## config.mk

```make
export PLATFORM = sky130hd
export DESIGN_NAME = flit_route_ctrl_flat
export DESIGN_NICKNAME = d
export VERILOG_FILES = /design/src/rtl/flit_route_ctrl_if.sv /design/src/rtl/flit_route_ctrl.sv /design/src/flat_wrapper.sv
export SDC_FILE = /design/constraint.sdc
export NUM_CORES = 1
export LEC_CHECK = 0
export CAP_MARGIN = 20
export CORE_AREA = 2 2 66 92
export DETAILED_ROUTE_END_ITERATION = 12
export DIE_AREA = 0 0 68 94
export GPL_TIMING_DRIVEN = 0
export HOLD_SLACK_MARGIN = 0.12
export PLACE_DENSITY = 0.78
export SETUP_SLACK_MARGIN = 0.05
export SYNTH_ARGS = -nofsm -noshare
export SYNTH_HDL_FRONTEND = slang
export SYNTH_SLANG_ARGS = --single-unit
```

## constraint.sdc

```tcl
create_clock -name clk -period 1.75 [get_ports clk]
set_clock_uncertainty 0.05 [all_clocks]
set_input_delay 0.175 -clock clk [delete_from_list [all_inputs] [get_ports clk]]
set_output_delay 0.175 -clock clk [all_outputs]
set_load 0.03 [all_outputs]
```

## src/rtl/flit_route_ctrl_if.sv

```systemverilog
// Handshake bundle between an input-port FIFO, the switch allocator and the crossbar.
// master = route controller side, slave = surrounding router fabric.
interface flit_route_ctrl_if #(
    parameter int DATA_WIDTH = 32
);
    logic                  fifo_empty;
    logic [DATA_WIDTH-1:0] fifo_data;
    logic                  fifo_rd_en;
    logic [4:0]            req;
    logic                  grant;
    logic [DATA_WIDTH-1:0] out_data;
    logic                  out_valid;
    logic                  out_ready;
    logic                  busy;
    logic                  err_type;
    logic                  err_len;

    modport master (
        input  fifo_empty, fifo_data, grant, out_ready,
        output fifo_rd_en, req, out_data, out_valid, busy, err_type, err_len
    );

    modport slave (
        output fifo_empty, fifo_data, grant, out_ready,
        input  fifo_rd_en, req, out_data, out_valid, busy, err_type, err_len
    );
endinterface

```

## src/rtl/flit_route_ctrl.sv

```systemverilog
// Input-port route controller: XY-routes a packet header, requests an output port,
// then streams the packet to the crossbar with wormhole flow control.
module flit_route_ctrl #(
    parameter int         DATA_WIDTH = 32,
    parameter logic [3:0] CUR_ADDR   = 4'h5,
    parameter int         LEN_WIDTH  = 12
) (
    input  logic              clk,
    input  logic              rst,
    flit_route_ctrl_if.master port
);
    localparam logic [2:0] TYPE_HEADER  = 3'b001;
    localparam logic [2:0] TYPE_PAYLOAD = 3'b010;
    localparam logic [2:0] TYPE_TAIL    = 3'b100;

    localparam logic [4:0] PORT_L = 5'b00001;
    localparam logic [4:0] PORT_N = 5'b00010;
    localparam logic [4:0] PORT_E = 5'b00100;
    localparam logic [4:0] PORT_S = 5'b01000;
    localparam logic [4:0] PORT_W = 5'b10000;

    typedef enum logic [1:0] {IDLE, REQ, FWD} state_t;

    state_t               state_reg, state_next;
    logic [4:0]           route_reg, route_calc;
    logic [LEN_WIDTH-1:0] len_reg, cnt_reg, cnt_inc;
    logic                 err_type_reg, err_len_reg;

    logic [2:0] head_type;
    logic [3:0] d_addr;
    logic       head_is_hdr, head_is_tail, drop, xfer, rd_en, valid, fwd_active;
    logic [4:0] req_comb;

    assign head_type    = port.fifo_data[DATA_WIDTH-1 -: 3];
    assign d_addr       = port.fifo_data[16:13];
    assign head_is_hdr  = (head_type == TYPE_HEADER);
    assign head_is_tail = (head_type == TYPE_TAIL);
    assign cnt_inc      = cnt_reg + 1'b1;
    assign fwd_active   = (state_reg == FWD);

    // Dimension-order routing: resolve X first, then Y, else deliver locally.
    always_comb begin
        route_calc = PORT_L;
        if (d_addr[3:2] > CUR_ADDR[3:2])
            route_calc = PORT_E;
        else if (d_addr[3:2] < CUR_ADDR[3:2])
            route_calc = PORT_W;
        else if (d_addr[1:0] > CUR_ADDR[1:0])
            route_calc = PORT_S;
        else if (d_addr[1:0] < CUR_ADDR[1:0])
            route_calc = PORT_N;
    end

    always_comb begin
        state_next = state_reg;
        req_comb   = 5'b00000;
        valid      = 1'b0;
        xfer       = 1'b0;
        drop       = 1'b0;
        rd_en      = 1'b0;
        case (state_reg)
            IDLE: begin
                if (!port.fifo_empty) begin
                    if (head_is_hdr)
                        state_next = REQ;
                    else
                        drop = 1'b1;
                end
                rd_en = drop;
            end
            REQ: begin
                req_comb = route_reg;
                if (port.grant)
                    state_next = FWD;
            end
            FWD: begin
                req_comb = route_reg;
                valid    = ~port.fifo_empty;
                xfer     = valid & port.out_ready;
                rd_en    = xfer;
                if (xfer && head_is_tail)
                    state_next = IDLE;
            end
            default: state_next = IDLE;
        endcase
        // Keep the FIFO untouched while reset is held, even if a stray flit sits at its head.
        if (!rst)
            rd_en = 1'b0;
    end

    always_ff @(posedge clk or negedge rst) begin
        if (!rst) begin
            state_reg    <= IDLE;
            route_reg    <= 5'b00000;
            len_reg      <= '0;
            cnt_reg      <= '0;
            err_type_reg <= 1'b0;
            err_len_reg  <= 1'b0;
        end else begin
            state_reg    <= state_next;
            err_type_reg <= drop;
            err_len_reg  <= xfer & head_is_tail & (cnt_inc != len_reg);
            if (state_reg == IDLE && !port.fifo_empty && head_is_hdr) begin
                route_reg <= route_calc;
                len_reg   <= port.fifo_data[17 +: LEN_WIDTH];
                cnt_reg   <= '0;
            end else if (xfer) begin
                cnt_reg <= cnt_inc;
            end
        end
    end

    genvar gi;
    generate
        for (gi = 0; gi < DATA_WIDTH; gi++) begin : g_out_data
            assign port.out_data[gi] = fwd_active & port.fifo_data[gi];
        end
    endgenerate

    assign port.fifo_rd_en = rd_en;
    assign port.req        = req_comb;
    assign port.out_valid  = valid;
    assign port.busy       = (state_reg != IDLE);
    assign port.err_type   = err_type_reg;
    assign port.err_len    = err_len_reg;

    // Payload code is named for readability of the type map; only HEADER/TAIL steer control.
    logic unused_type_code;
    assign unused_type_code = ^TYPE_PAYLOAD;
endmodule
```

## src/flat_wrapper.sv

```systemverilog
// flat-port wrapper written by rule: the top's interface ports become plain ports
module flit_route_ctrl_flat 
#(
    parameter int         DATA_WIDTH = 32,
    parameter logic [3:0] CUR_ADDR   = 4'h5,
    parameter int         LEN_WIDTH  = 12
)
  (clk, rst, port_fifo_empty, port_fifo_data, port_grant, port_out_ready, port_fifo_rd_en, port_req, port_out_data, port_out_valid, port_busy, port_err_type, port_err_len);
  flit_route_ctrl_if #(.DATA_WIDTH(DATA_WIDTH)) port_i ();
  input  logic clk;
  input  logic rst;
  input wire logic [$bits(port_i.fifo_empty)-1:0] port_fifo_empty;
  input wire logic [$bits(port_i.fifo_data)-1:0] port_fifo_data;
  input wire logic [$bits(port_i.grant)-1:0] port_grant;
  input wire logic [$bits(port_i.out_ready)-1:0] port_out_ready;
  output wire logic [$bits(port_i.fifo_rd_en)-1:0] port_fifo_rd_en;
  output wire logic [$bits(port_i.req)-1:0] port_req;
  output wire logic [$bits(port_i.out_data)-1:0] port_out_data;
  output wire logic [$bits(port_i.out_valid)-1:0] port_out_valid;
  output wire logic [$bits(port_i.busy)-1:0] port_busy;
  output wire logic [$bits(port_i.err_type)-1:0] port_err_type;
  output wire logic [$bits(port_i.err_len)-1:0] port_err_len;
  assign port_i.fifo_empty = port_fifo_empty;
  assign port_i.fifo_data = port_fifo_data;
  assign port_i.grant = port_grant;
  assign port_i.out_ready = port_out_ready;
  assign port_fifo_rd_en = port_i.fifo_rd_en;
  assign port_req = port_i.req;
  assign port_out_data = port_i.out_data;
  assign port_out_valid = port_i.out_valid;
  assign port_busy = port_i.busy;
  assign port_err_type = port_i.err_type;
  assign port_err_len = port_i.err_len;
  flit_route_ctrl #(.DATA_WIDTH(DATA_WIDTH), .CUR_ADDR(CUR_ADDR), .LEN_WIDTH(LEN_WIDTH)) u_core (.clk(clk), .rst(rst), .port(port_i));
endmodule
```

==> results of run 1 <==
## critical path, cell delays in order, from the launching register on
cell and delay, ps:
sky130_fd_sc_hd__dfrtp_1 370, sky130_fd_sc_hd__buf_6 140, sky130_fd_sc_hd__nand4_4 140, sky130_fd_sc_hd__or3_1 370
sky130_fd_sc_hd__o32a_1 350, sky130_fd_sc_hd__a32oi_1 190, sky130_fd_sc_hd__a21oi_1 100
## area by class of cell
class	instances	area, um2
fillers	465	2140
multi-input cells	198	1420
repair buffers	93	840
clock inverters	2	10.0
inverters	7	26.3
plain buffers	11	109
well taps	68	85.1
clock buffers	6	72.6
flip-flops and latches	33	828
## layout by cell type, fill, tap and decap left out, drive strengths merged, types with 2 or more instances in the layout
| cell type | count |
|---|---|
| and2 | 38 |
| a21oi | 4 |
| nand3 | 5 |
| inv | 7 |
| clkdlybuf4s50 | 37 |
| o31ai | 2 |
| ha | 7 |
| xor2 | 8 |
| nor3b | 2 |
| nand2b | 4 |
| or3 | 2 |
| and3 | 2 |
| nand2 | 54 |
| dfrtp | 33 |
| nand4 | 5 |
| clkbuf | 11 |
| o21a | 2 |
| buf | 61 |
| nor2 | 17 |
| nor2b | 2 |
| clkinv | 2 |
| mux2 | 2 |
| o41ai | 2 |
| nor3 | 4 |
| xnor2 | 18 |
| o211ai | 2 |
| nor4b | 2 |
## metal layers
metal / part of all wire [%] / vias up / global-route usage, %
met1: 38 / 987 / 22.4
met2: 53 / 94 / 36.6
li1: - / 1022 / -
met4: 2.0 / 0 / 7.17
met3: 7.0 / 12 / 5.04
met5: 0 / - / 0
## cells by family after synthesis
family | count (synthesis) | synth area share [%]
flops | 33 | 38.3
simple gates | 142 | 34.0
buf+inv | 21 | 4.64
xor+xnor | 26 | 10.6
fa+ha+maj | 7 | 4.06
mux | 2 | 1.04
compound gates | 21 | 7.37
## repair_timing
action,in CTS,in global routing
pin swaps,7,3
setup endpoints to repair,70,65
buffers inserted,10,6
gates resized for setup,282,20
endpoints found under the hold margin,33,33
## worst max-delay path by stage
| stage | end | startpoint | slack (ps) |
|---|---|---|---|
| after floorplan | u_core.port.err_len$_DFF_PN0_ | u_core.cnt_reg[0]$_DFFE_PN0P_ | 30 |
| after global placement | port_fifo_rd_en | rst | -1330 |
| after detailed placement | port_fifo_rd_en | u_core.state_reg[0]$_DFFE_PN0P_ | -660 |
| after CTS | port_fifo_rd_en | u_core.state_reg[1]$_DFFE_PN0P_ | -90 |
| after global routing | u_core.port.err_len$_DFF_PN0_ | u_core.cnt_reg[2]$_DFFE_PN0P_ | -110 |
| final | u_core.port.err_len$_DFF_PN0_ | u_core.cnt_reg[2]$_DFFE_PN0P_ | -90 |
## stage by stage
step | instance area (um2) | cells | hold WS, ps | total power [mW] | utilization [%]
after floorplan | 2230 | 252 | -171 | 2.64 | -
after global placement | 3090 | 398 | 401 | 3.37 | 56.0
after detailed placement | 3090 | 398 | 243 | 3.43 | 55.9
after CTS | 3280 | 415 | -67.1 | 4.16 | 59.4
after global routing | 3390 | 418 | -28.5 | 4.59 | 61.3
final | 3390 | 418 | -83.2 | 4.32 | 61.3
## power groups by stage
stage / sequential (mW) / clock, mW / combinational (mW)
floorplan: 1.21 / 0 / 1.42
global placement: 1.25 / 0 / 2.13
detailed placement: 1.26 / 0 / 2.17
CTS: 1.23 / 0.574 / 2.36
global route: 1.27 / 0.601 / 2.72
finish: 1.25 / 0.557 / 2.52
==> impl_summary.log, run 1 <==
INFO  metric result_of_the_run = finished with violations
INFO  metric violations = negative hold slack, negative setup slack
INFO  metric min_path_type = primary input to async pin
INFO  metric synth_top_flop_cell = sky130_fd_sc_hd__dfrtp_1
INFO  metric drt_pass1_iterations = 4
INFO  metric synth_fp_nets = 296
INFO  metric cp.required = 1860 ps
INFO  metric p_seq_share = 28.8%
INFO  metric drcViolationCount = 0
INFO  metric grt_antenna_before_repair = 0
INFO  metric cellPowerDensity = 1280 mW/mm2
INFO  metric worst_setup_hold_path_clk_slew = 70 ps
INFO  metric rsz_0062_raised_after_global_routing = yes
INFO  metric r2r-end = u_core.port.err_len$_DFF_PN0_
INFO  metric worst_tran_pin_value = 778 ps
INFO  metric arrival = 1950 ps
INFO  metric place_worst_setup_slack = -665 ps
INFO  metric design.core.area = 0.00553 mm2
INFO  metric max_clock_freq = 0.543 GHz
INFO  metric final.hold.worst_slack = -83.2 ps
INFO  metric report.final.hold_viol_count = 33
INFO  metric layout_stage_area_growth_over_the_synthesis_result = 57.1%
INFO  metric timing.reg2reg.setup_slack = -90 ps
INFO  metric postSynthRegisterBits = 33
INFO  metric avgSynthCellArea = 8.56 um2
INFO  metric count_of_pins_on_the_block_boundary = 79
INFO  metric grt_start_max_net_pins = 35
INFO  metric antenna_violating_nets_post_route = 0
INFO  metric cts.htree.levels = 2
INFO  metric power_frac_comb = 58.3%
INFO  metric core.rowCount = 32
INFO  metric area_of_the_die = 0.00639 mm2
INFO  metric synthesis.area = 0.00216 mm2
INFO  metric netSwitchingFraction = 42.4%
INFO  metric postSynth.asyncResetShare = 100%
INFO  metric post_synth_inst_count = 252
INFO  metric endpoint_kind = flip-flop
INFO  metric cts_buffer_depth = 2
INFO  metric tritoncts = done
INFO  metric post-synth-top-area-fraction = 38.3%
INFO  metric viasPerCell = 5.06
INFO  metric overflow_after_grt = 0
INFO  metric power.ir.vdd_worst = 0.000875 V
INFO  metric die_width = 68 um
INFO  metric sequential_area_share_after_synthesis = 38.3%
INFO  metric setup_total_negative_slack = -120 ps
INFO  metric fp.dieH = 94 um
INFO  metric synth_edf_count = 0
INFO  metric period_minus_slack = 1840 ps
INFO  metric dominant_cell_by_count_in_the_synthesized_netlist = sky130_fd_sc_hd__nand2_1
INFO  metric vias = 2115
INFO  metric worst-r2r-cell-count = 6
INFO  metric setup-violations-final = 2
INFO  metric cts.sink_count = 33
INFO  metric synth_commonest_cells = 54 x sky130_fd_sc_hd__nand2_1, 37 x sky130_fd_sc_hd__and2_1, 33 x sky130_fd_sc_hd__dfrtp_1
INFO  metric cell_chosen_for_the_clock_root = sky130_fd_sc_hd__clkbuf_8
INFO  metric detailedPlacementHpwl = 4430 um
INFO  metric grt_use_total = 20.3%
INFO  metric netSwitchingPower = 1.83 mW
INFO  metric drive_gt1_share = 33.1%
INFO  metric pwr-share-clk = 12.9%
INFO  metric n_antenna_cell = 0
INFO  metric ys_top_cells_by_area = sky130_fd_sc_hd__dfrtp_1 38%, sky130_fd_sc_hd__and2_1 11%, sky130_fd_sc_hd__nand2_1 9.4%
INFO  metric p_leak = 1.57 nW
INFO  metric grt_pass1_vias = 2126
INFO  metric worstSetupStartpointType = flip-flop
INFO  metric initial_utilization = 39.0%
INFO  metric launching_point_of_the_worst_reg2reg_path = u_core.cnt_reg[2]$_DFFE_PN0P_
INFO  metric postRouteWirelength = 6050 um
INFO  metric io_buffers = 78
INFO  metric timing.max_cap.violations = 0
INFO  metric timing.setup.critical_path_class = flip-flop to flip-flop
INFO  metric synthesis.yosys.warnings = 0
INFO  metric cts_made_buffers = 5
INFO  metric setup_ws_post_layout = -90.1 ps
INFO  metric worst_path_fanout_max = 7
INFO  metric routed_wirelength_normalized_by_instance_count = 14.5 um
INFO  metric nNetsFinal = 393
INFO  metric min_period_over_period = 105%
INFO  metric worstSkewPairLatency = 290 ps
INFO  metric synth_cell_type_count = 45
INFO  metric global_route_wire_length_before_repair = 9750 um
INFO  metric p_int = 2.49 mW
INFO  metric gp_congestion = 0.832
INFO  metric slew_headroom = 48.1%
INFO  metric synth_largest_area_cell = sky130_fd_sc_hd__dfrtp_1
INFO  metric first_iter_violations = 65
INFO  metric drv_slew = 0
Power figures use the tool's default switching activity.
==> run 2, diff against run 1 <==
--- a/config.mk
+++ b/config.mk
@@ -6,9 +6,9 @@
 export NUM_CORES = 1
 export LEC_CHECK = 0
 export CAP_MARGIN = 20
-export CORE_AREA = 2 2 66 92
+export CORE_AREA = 4 4 68 94
 export DETAILED_ROUTE_END_ITERATION = 12
-export DIE_AREA = 0 0 68 94
+export DIE_AREA = 0 0 72 98
 export GPL_TIMING_DRIVEN = 0
 export HOLD_SLACK_MARGIN = 0.12
 export PLACE_DENSITY = 0.78
==> run 2 against run 1 <==
Effect of this change:
- the flow still finishes with violations (negative hold slack, negative setup slack)
- setup slack improved by 8.8 ps
- non-clock buffer count rose by 8
- fmax rose by 0.48%
- sequential cell count did not move
- clock-buffer cell count rose by 2
- clock power rose by 8.3%
- die area rose by 10%
- first-iteration DRC count rose by 120%
- global-route usage fell by 1.0 points
- final cell count rose by 1.9%
- critical endpoint is now port_fifo_rd_en
- largest cell class unchanged
- highest routed layer unchanged
==> impl_summary.log, run 2 (synthesized netlist as in run 1, its figures left out) <==
INFO  metric final.hold.worst_slack = -101 ps
INFO  metric cell_chosen_for_the_clock_root = sky130_fd_sc_hd__clkbuf_8
INFO  metric endpoint_kind = primary output
INFO  metric finalNonFillerCells = 426
INFO  metric worst_setup_path_endpoint = port_fifo_rd_en
INFO  metric min_path_type = primary input to async pin
INFO  metric post_dp_cell_area = 0.00309 mm2
INFO  metric layout_stage_area_growth_over_the_synthesis_result = 70.1%
INFO  metric drcViolationCount = 0
INFO  metric drv_slew = 0
INFO  metric fin_total_pwr = 4.81 mW
INFO  metric max_clock_freq = 0.546 GHz
INFO  metric post-place-cells = 398
INFO  metric tritoncts = done
INFO  metric first_iter_violations = 141
INFO  metric worstSetupStartpointType = flip-flop
INFO  metric worst_tran_pin_value = 755 ps
INFO  metric slew_headroom = 49.7%
INFO  metric drive_gt1_share = 41.1%
INFO  metric most_common_cell_after_layout_fill_and_taps_aside = sky130_fd_sc_hd__nand2_1
INFO  metric cp-startpoint = u_core.state_reg[1]$_DFFE_PN0P_
INFO  metric fillCellCount = 397
INFO  metric cp.required = 1520 ps
INFO  metric power.ir.vdd_worst = 0.000792 V
INFO  metric die_width = 72 um
INFO  metric fp.dieH = 98 um
INFO  metric area_of_the_die = 0.00706 mm2
INFO  metric cts_made_buffers = 5
INFO  metric count_of_pins_on_the_block_boundary = 79
INFO  metric cts.htree.levels = 2
INFO  metric multiInputGateArea = 0.00150 mm2
INFO  metric initial_utilization = 39.0%
INFO  metric min_period_over_period = 105%
INFO  metric worst_path_fanout_max = 5
INFO  metric timing.setup.critical_path_class = flip-flop to primary output
INFO  metric postRouteWirelength = 6750 um
INFO  metric worst_setup_hold_path_clk_slew = 70 ps
INFO  metric global_route_wire_length_before_repair = 10800 um
INFO  metric grt_antenna_before_repair = 0
INFO  metric post-route-cell-area = 0.00367 mm2
INFO  metric routed_wirelength_normalized_by_instance_count = 15.8 um
INFO  metric grt_start_max_net_pins = 35
INFO  metric vias = 2236
INFO  metric rsz_0062_raised_after_global_routing = yes
INFO  metric drt_pass1_iterations = 4
INFO  metric worstSkewPairLatency = 280 ps
INFO  metric grt_use_total = 19.3%
INFO  metric timing.max_cap.violations = 0
INFO  metric cts_buffer_depth = 2
INFO  metric design.core.area = 0.00553 mm2
INFO  metric result_of_the_run = finished with violations
INFO  metric final_cell_mix = 53 x sky130_fd_sc_hd__nand2_1, 46 x sky130_fd_sc_hd__buf_6, 37 x sky130_fd_sc_hd__clkdlybuf4s50_1
INFO  metric arrival = 1610 ps
INFO  metric antenna_violating_nets_post_route = 0
INFO  metric n_antenna_cell = 0
INFO  metric overflow_after_grt = 0
INFO  metric r2r-end = u_core.port.err_len$_DFF_PN0_
INFO  metric cellPowerDensity = 1310 mW/mm2
INFO  metric gp_congestion = 0.937
INFO  metric sequential_cell_area = 830 um2
INFO  metric detailedPlacementHpwl = 4430 um
INFO  metric io_buffers = 78
INFO  metric nNetsFinal = 401
INFO  metric period_minus_slack = 1830 ps
INFO  metric viasPerCell = 5.25
INFO  metric setup-violations-final = 25
INFO  metric cts.sink_count = 33
INFO  metric grt_pass1_vias = 2357
INFO  metric worst-r2r-cell-count = 6
INFO  metric timing.reg2reg.setup_slack = -80 ps
INFO  metric core.rowCount = 32
INFO  metric report.final.hold_viol_count = 33
INFO  metric launching_point_of_the_worst_reg2reg_path = u_core.cnt_reg[1]$_DFFE_PN0P_
INFO  metric setup_ws_post_layout = -81.4 ps
INFO  metric violations = negative hold slack, negative setup slack
INFO  metric p_leak = 1.69 nW
[run 2: changes by cell type in the layout (fill, tap and decap cells not counted), moves of 2 or more]
| cell | previous run | this run |
|---|---|---|
| sky130_fd_sc_hd__buf_6 | 21 | 46 |
| sky130_fd_sc_hd__buf_4 | 34 | 12 |
| sky130_fd_sc_hd__and2_4 | 10 | 31 |
| sky130_fd_sc_hd__and2_1 | 27 | 7 |
| sky130_fd_sc_hd__buf_8 | 0 | 4 |
| sky130_fd_sc_hd__clkinv_2 | 2 | 0 |
[run 2: worst max-delay path: stages, from the launching register on]
cell and delay, ps:
sky130_fd_sc_hd__dfrtp_2 450, sky130_fd_sc_hd__ha_4 170, sky130_fd_sc_hd__buf_8 120, sky130_fd_sc_hd__and3b_2 200
sky130_fd_sc_hd__o221a_2 240, sky130_fd_sc_hd__buf_6 140
[run 2: area by class of cell]
| type | instances | area share [%] |
|---|---|---|
| Timing Repair Buffer | 101 | 27.8 |
| Tap cell | 68 | 2.32 |
| Inverter | 7 | 0.716 |
| Buffer | 11 | 3.21 |
| Multi-Input combinational cell | 198 | 40.9 |
| Clock buffer | 8 | 2.46 |
| Sequential cell | 33 | 22.6 |
[run 2: per-stage QoR]
| step | utilization (%) | worst slack, ps | TNS, ps |
|---|---|---|---|
| 4_1_cts | 63.7 | -154 | -1690 |
| 3_5_place_dp | 55.9 | -628 | -19670 |
| 3_3_place_gp | 56.0 | -1340 | -28780 |
| 2_1_floorplan | - | 27.0 | 0 |
| 5_1_grt | 66.4 | -161 | -1680 |
| 6_report | 66.4 | -81.4 | -740 |
[run 2: per-layer routing]
layer / share of wire [%] / up-vias / track usage, % / wire length, um
met1: 36 / 1074 / 20.4 / 2410
met3: 8.7 / 19 / 6.59 / 588
met4: 3.1 / 0 / 7.53 / 207
li1: - / 1040 / - / -
met5: 0 / - / 0 / 0
met2: 53 / 103 / 34.6 / 3550
[run 2: how the worst min path moves through the flow]
stage                                          from                               to  depth (start not counted)
finish                                          rst    u_core.len_reg[2]$_DFFE_PN0P_                          1
global route                                    rst    u_core.cnt_reg[3]$_DFFE_PN0P_                          1
CTS                                             rst    u_core.cnt_reg[3]$_DFFE_PN0P_                          1
detailed placement                              rst    u_core.cnt_reg[3]$_DFFE_PN0P_                          1
global placement    u_core.route_reg[1]$_DFFE_PN0P_  u_core.route_reg[1]$_DFFE_PN0P_                          2
floorplan                                       rst    u_core.cnt_reg[0]$_DFFE_PN0P_                          0
[run 2: report_power, final]
| group | internal (mW) | leakage, nW | switching, mW | total [mW] |
|---|---|---|---|---|
| sequential | 1.00 | 0.431 | 0.241 | 1.24 |
| combinational | 1.51 | 1.21 | 1.45 | 2.97 |
| clock | 0.321 | 0.0455 | 0.282 | 0.603 |
[run 2: timing repair]
action                                  CTS  global route
gates resized for setup                 324            39
endpoints found under the hold margin    33            33
endpoints found under the setup margin   70            70
buffers inserted                         15             6
pin swaps                                10             6
cloned                                    1             1
==> run 3, diff against run 2 <==
--- a/config.mk
+++ b/config.mk
@@ -6,12 +6,13 @@
 export NUM_CORES = 1
 export LEC_CHECK = 0
 export CAP_MARGIN = 20
-export CORE_AREA = 4 4 68 94
+export CORE_AREA = 4 4 66 92
+export CTS_BUF_LIST = sky130_fd_sc_hd__clkbuf_2
 export DETAILED_ROUTE_END_ITERATION = 12
-export DIE_AREA = 0 0 72 98
+export DIE_AREA = 0 0 70 96
 export GPL_TIMING_DRIVEN = 0
 export HOLD_SLACK_MARGIN = 0.12
-export PLACE_DENSITY = 0.78
+export PLACE_DENSITY = 0.81
 export SETUP_SLACK_MARGIN = 0.05
 export SYNTH_ARGS = -nofsm -noshare
 export SYNTH_HDL_FRONTEND = slang
==> run 3 against run 2 <==
Effect of this change:
- combinational power is 2% lower
- core utilization is 2.7 points higher
- critical path depth stayed put
- the flow still finishes with violations (negative hold slack, negative setup slack)
- hold slack worse by 140 ps
- clock-buffer cell count is 3 lower
- sequential power hardly changed
- largest cell class unchanged
- sequential cell count stayed put
- first-iteration DRC count is 13% higher
- critical path type unchanged
==> impl_summary.log, run 3 (synthesized netlist as in run 1, its figures left out) <==
INFO  metric timing.critical_path.cells = ha_4, buf_8, and3b_2, o221a_4, buf_6
INFO  metric overflow_after_grt = 0
INFO  metric area_of_the_die = 0.00672 mm2
INFO  metric viasPerCell = 5.18
INFO  metric timing.setup.critical_path_class = flip-flop to primary output
INFO  metric post-place-cells = 396
INFO  metric timing.max_cap.violations = 0
INFO  metric final.hold.worst_slack = -239 ps
INFO  metric most_common_cell_after_layout_fill_and_taps_aside = sky130_fd_sc_hd__nand2_1
INFO  metric global_route_wire_length_before_repair = 10500 um
INFO  metric nNetsFinal = 403
INFO  metric worst-r2r-cell-count = 7
INFO  metric timing.reg2reg.setup_slack = -220 ps
INFO  metric core.rowCount = 31
INFO  metric power.ir.vdd_worst = 0.000753 V
INFO  metric critical_path.max_stage_delay = 490 ps
INFO  metric cts.htree.levels = 2
INFO  metric cell_chosen_for_the_clock_root = sky130_fd_sc_hd__clkbuf_2
INFO  metric count_of_pins_on_the_block_boundary = 79
INFO  metric routed_wirelength_normalized_by_instance_count = 16.1 um
INFO  metric netSwitchingPower = 2.04 mW
INFO  metric setup_ws_post_layout = -222 ps
INFO  metric critical-path-slowest-cell = sky130_fd_sc_hd__dfrtp_2
INFO  metric grt_start_max_net_pins = 35
INFO  metric sequential_cell_area = 830 um2
INFO  metric period_minus_slack = 1970 ps
INFO  metric postRouteWirelength = 6890 um
INFO  metric worst_setup_hold_path_clk_slew = 210 ps
INFO  metric grt_antenna_before_repair = 0
INFO  metric final_cell_mix = 52 x sky130_fd_sc_hd__nand2_1, 36 x sky130_fd_sc_hd__clkdlybuf4s50_1, 34 x sky130_fd_sc_hd__buf_4
INFO  metric cp.required = 1520 ps
INFO  metric result_of_the_run = finished with violations
INFO  metric endpoint_kind = primary output
INFO  metric arrival = 1750 ps
INFO  metric fp.dieH = 96 um
INFO  metric vias = 2212
INFO  metric drive_gt1_share = 37.2%
INFO  metric layout_stage_area_growth_over_the_synthesis_result = 66.5%
INFO  metric report.final.hold_viol_count = 33
INFO  metric violations = negative hold slack, negative setup slack
INFO  metric worstSetupStartpointType = flip-flop
INFO  metric grt_use_total = 19.7%
INFO  metric min_period_over_period = 113%
INFO  metric worst_tran_pin_value = 763 ps
INFO  metric p_leak = 1.70 nW
INFO  metric launching_point_of_the_worst_reg2reg_path = u_core.cnt_reg[1]$_DFFE_PN0P_
INFO  metric max_clock_freq = 0.507 GHz
INFO  metric pwr-share-clk = 11.5%
INFO  metric netSwitchingFraction = 43.3%
INFO  metric min_path_type = primary input to async pin
INFO  metric detailedPlacementHpwl = 4390 um
INFO  metric cellPowerDensity = 1310 mW/mm2
INFO  metric p_seq_share = 26.8%
INFO  metric place_worst_setup_slack = -661 ps
INFO  metric power_frac_comb = 61.7%
INFO  metric p_int = 2.66 mW
INFO  metric design.core.area = 0.00520 mm2
INFO  metric r2r-end = u_core.port.err_len$_DFF_PN0_
INFO  metric rsz_0062_raised_after_global_routing = yes
INFO  metric cts_made_buffers = 5
INFO  metric finalNonFillerCells = 427
INFO  metric die_width = 70 um
INFO  metric gp_congestion = 0.914
INFO  metric antenna_violating_nets_post_route = 0
INFO  metric slew_headroom = 49.2%
INFO  metric drt_pass1_iterations = 4
INFO  metric initial_utilization = 41.5%
INFO  metric drcViolationCount = 0
INFO  metric cts_buffer_depth = 2
INFO  metric grt_pass1_vias = 2240
INFO  metric worst_path_fanout_max = 5
INFO  metric io_buffers = 78
INFO  metric setup-violations-final = 44
INFO  metric cts.sink_count = 33
INFO  metric fillCellCount = 383
INFO  metric drv_slew = 0
INFO  metric first_iter_violations = 160
INFO  metric multiInputGateArea = 0.00150 mm2
INFO  metric worstSkewPairLatency = 400 ps
INFO  metric tritoncts = done
run 3: power groups by stage:
| stage | clock, mW | sequential, mW | combinational (mW) |
|---|---|---|---|
| final | 0.539 | 1.26 | 2.90 |
| after global routing | 0.577 | 1.28 | 3.11 |
| after CTS | 0.546 | 1.23 | 2.59 |
| after detailed placement | 0 | 1.26 | 2.17 |
| after global placement | 0 | 1.24 | 2.13 |
| after floorplan | 0 | 1.21 | 1.42 |
run 3: what timing repair did:
action / in CTS / in global routing
endpoints found under the hold margin: 33 / 33
buffers inserted: 13 / 8
pin swaps: 8 / 7
resized for setup: 301 / 34
endpoints found under the setup margin: 70 / 66
gates cloned: 2 / 0
run 3: worst max-delay path by stage:
stage / start / end / slack, ps
CTS: u_core.state_reg[1]$_DFFE_PN0P_ / port_fifo_rd_en / -220
global placement: rst / port_fifo_rd_en / -1340
global route: u_core.state_reg[0]$_DFFE_PN0P_ / port_fifo_rd_en / -280
finish: u_core.state_reg[1]$_DFFE_PN0P_ / port_fifo_rd_en / -220
floorplan: u_core.cnt_reg[0]$_DFFE_PN0P_ / u_core.port.err_len$_DFF_PN0_ / 30
detailed placement: u_core.state_reg[0]$_DFFE_PN0P_ / port_fifo_rd_en / -660
run 3: worst max-delay path, delay by kind of cell, from the launching register on:
| kind | cells | cell delay [ps] |
|---|---|---|
| DFF | 1 | 490 |
| and+or+nand+nor | 1 | 210 |
| adders and majority gates | 1 | 190 |
| AOI/OAI and AO/OA | 1 | 220 |
| buffers and inverters | 2 | 250 |
run 3: area by class of cell:
type,count,share of cell area (%)
repair buffers,101,26.7
clock buffers,5,0.697
well taps,66,2.30
flip-flops and latches,33,23.1
diodes,1,0.0697
plain buffers,13,3.34
multi-input cells,198,41.7
inverters,7,0.801
clock inverters,3,1.29
run 3: layer usage:
metal	up-vias	share of wire, %	global-route usage [%]
met5	-	0	0
li1	1045	-	-
met1	1070	36	21.2
met2	79	56	37.2
met4	0	2.7	8.47
met3	18	5.0	3.87
run 3: through the flow:
stage          total power [mW]  hold WS [ps]  area [um2]  TNS (ps)  util (%)
2_1_floorplan              2.64          -171        2230         0         -
3_3_place_gp               3.38           400        3090    -30150      59.5
3_5_place_dp               3.43           239        3090    -20550      59.4
4_1_cts                    4.37          -221        3400     -4930      65.4
5_1_grt                    4.97          -195        3590     -9840      69.1
6_report                   4.70          -239        3590     -6170      69.1
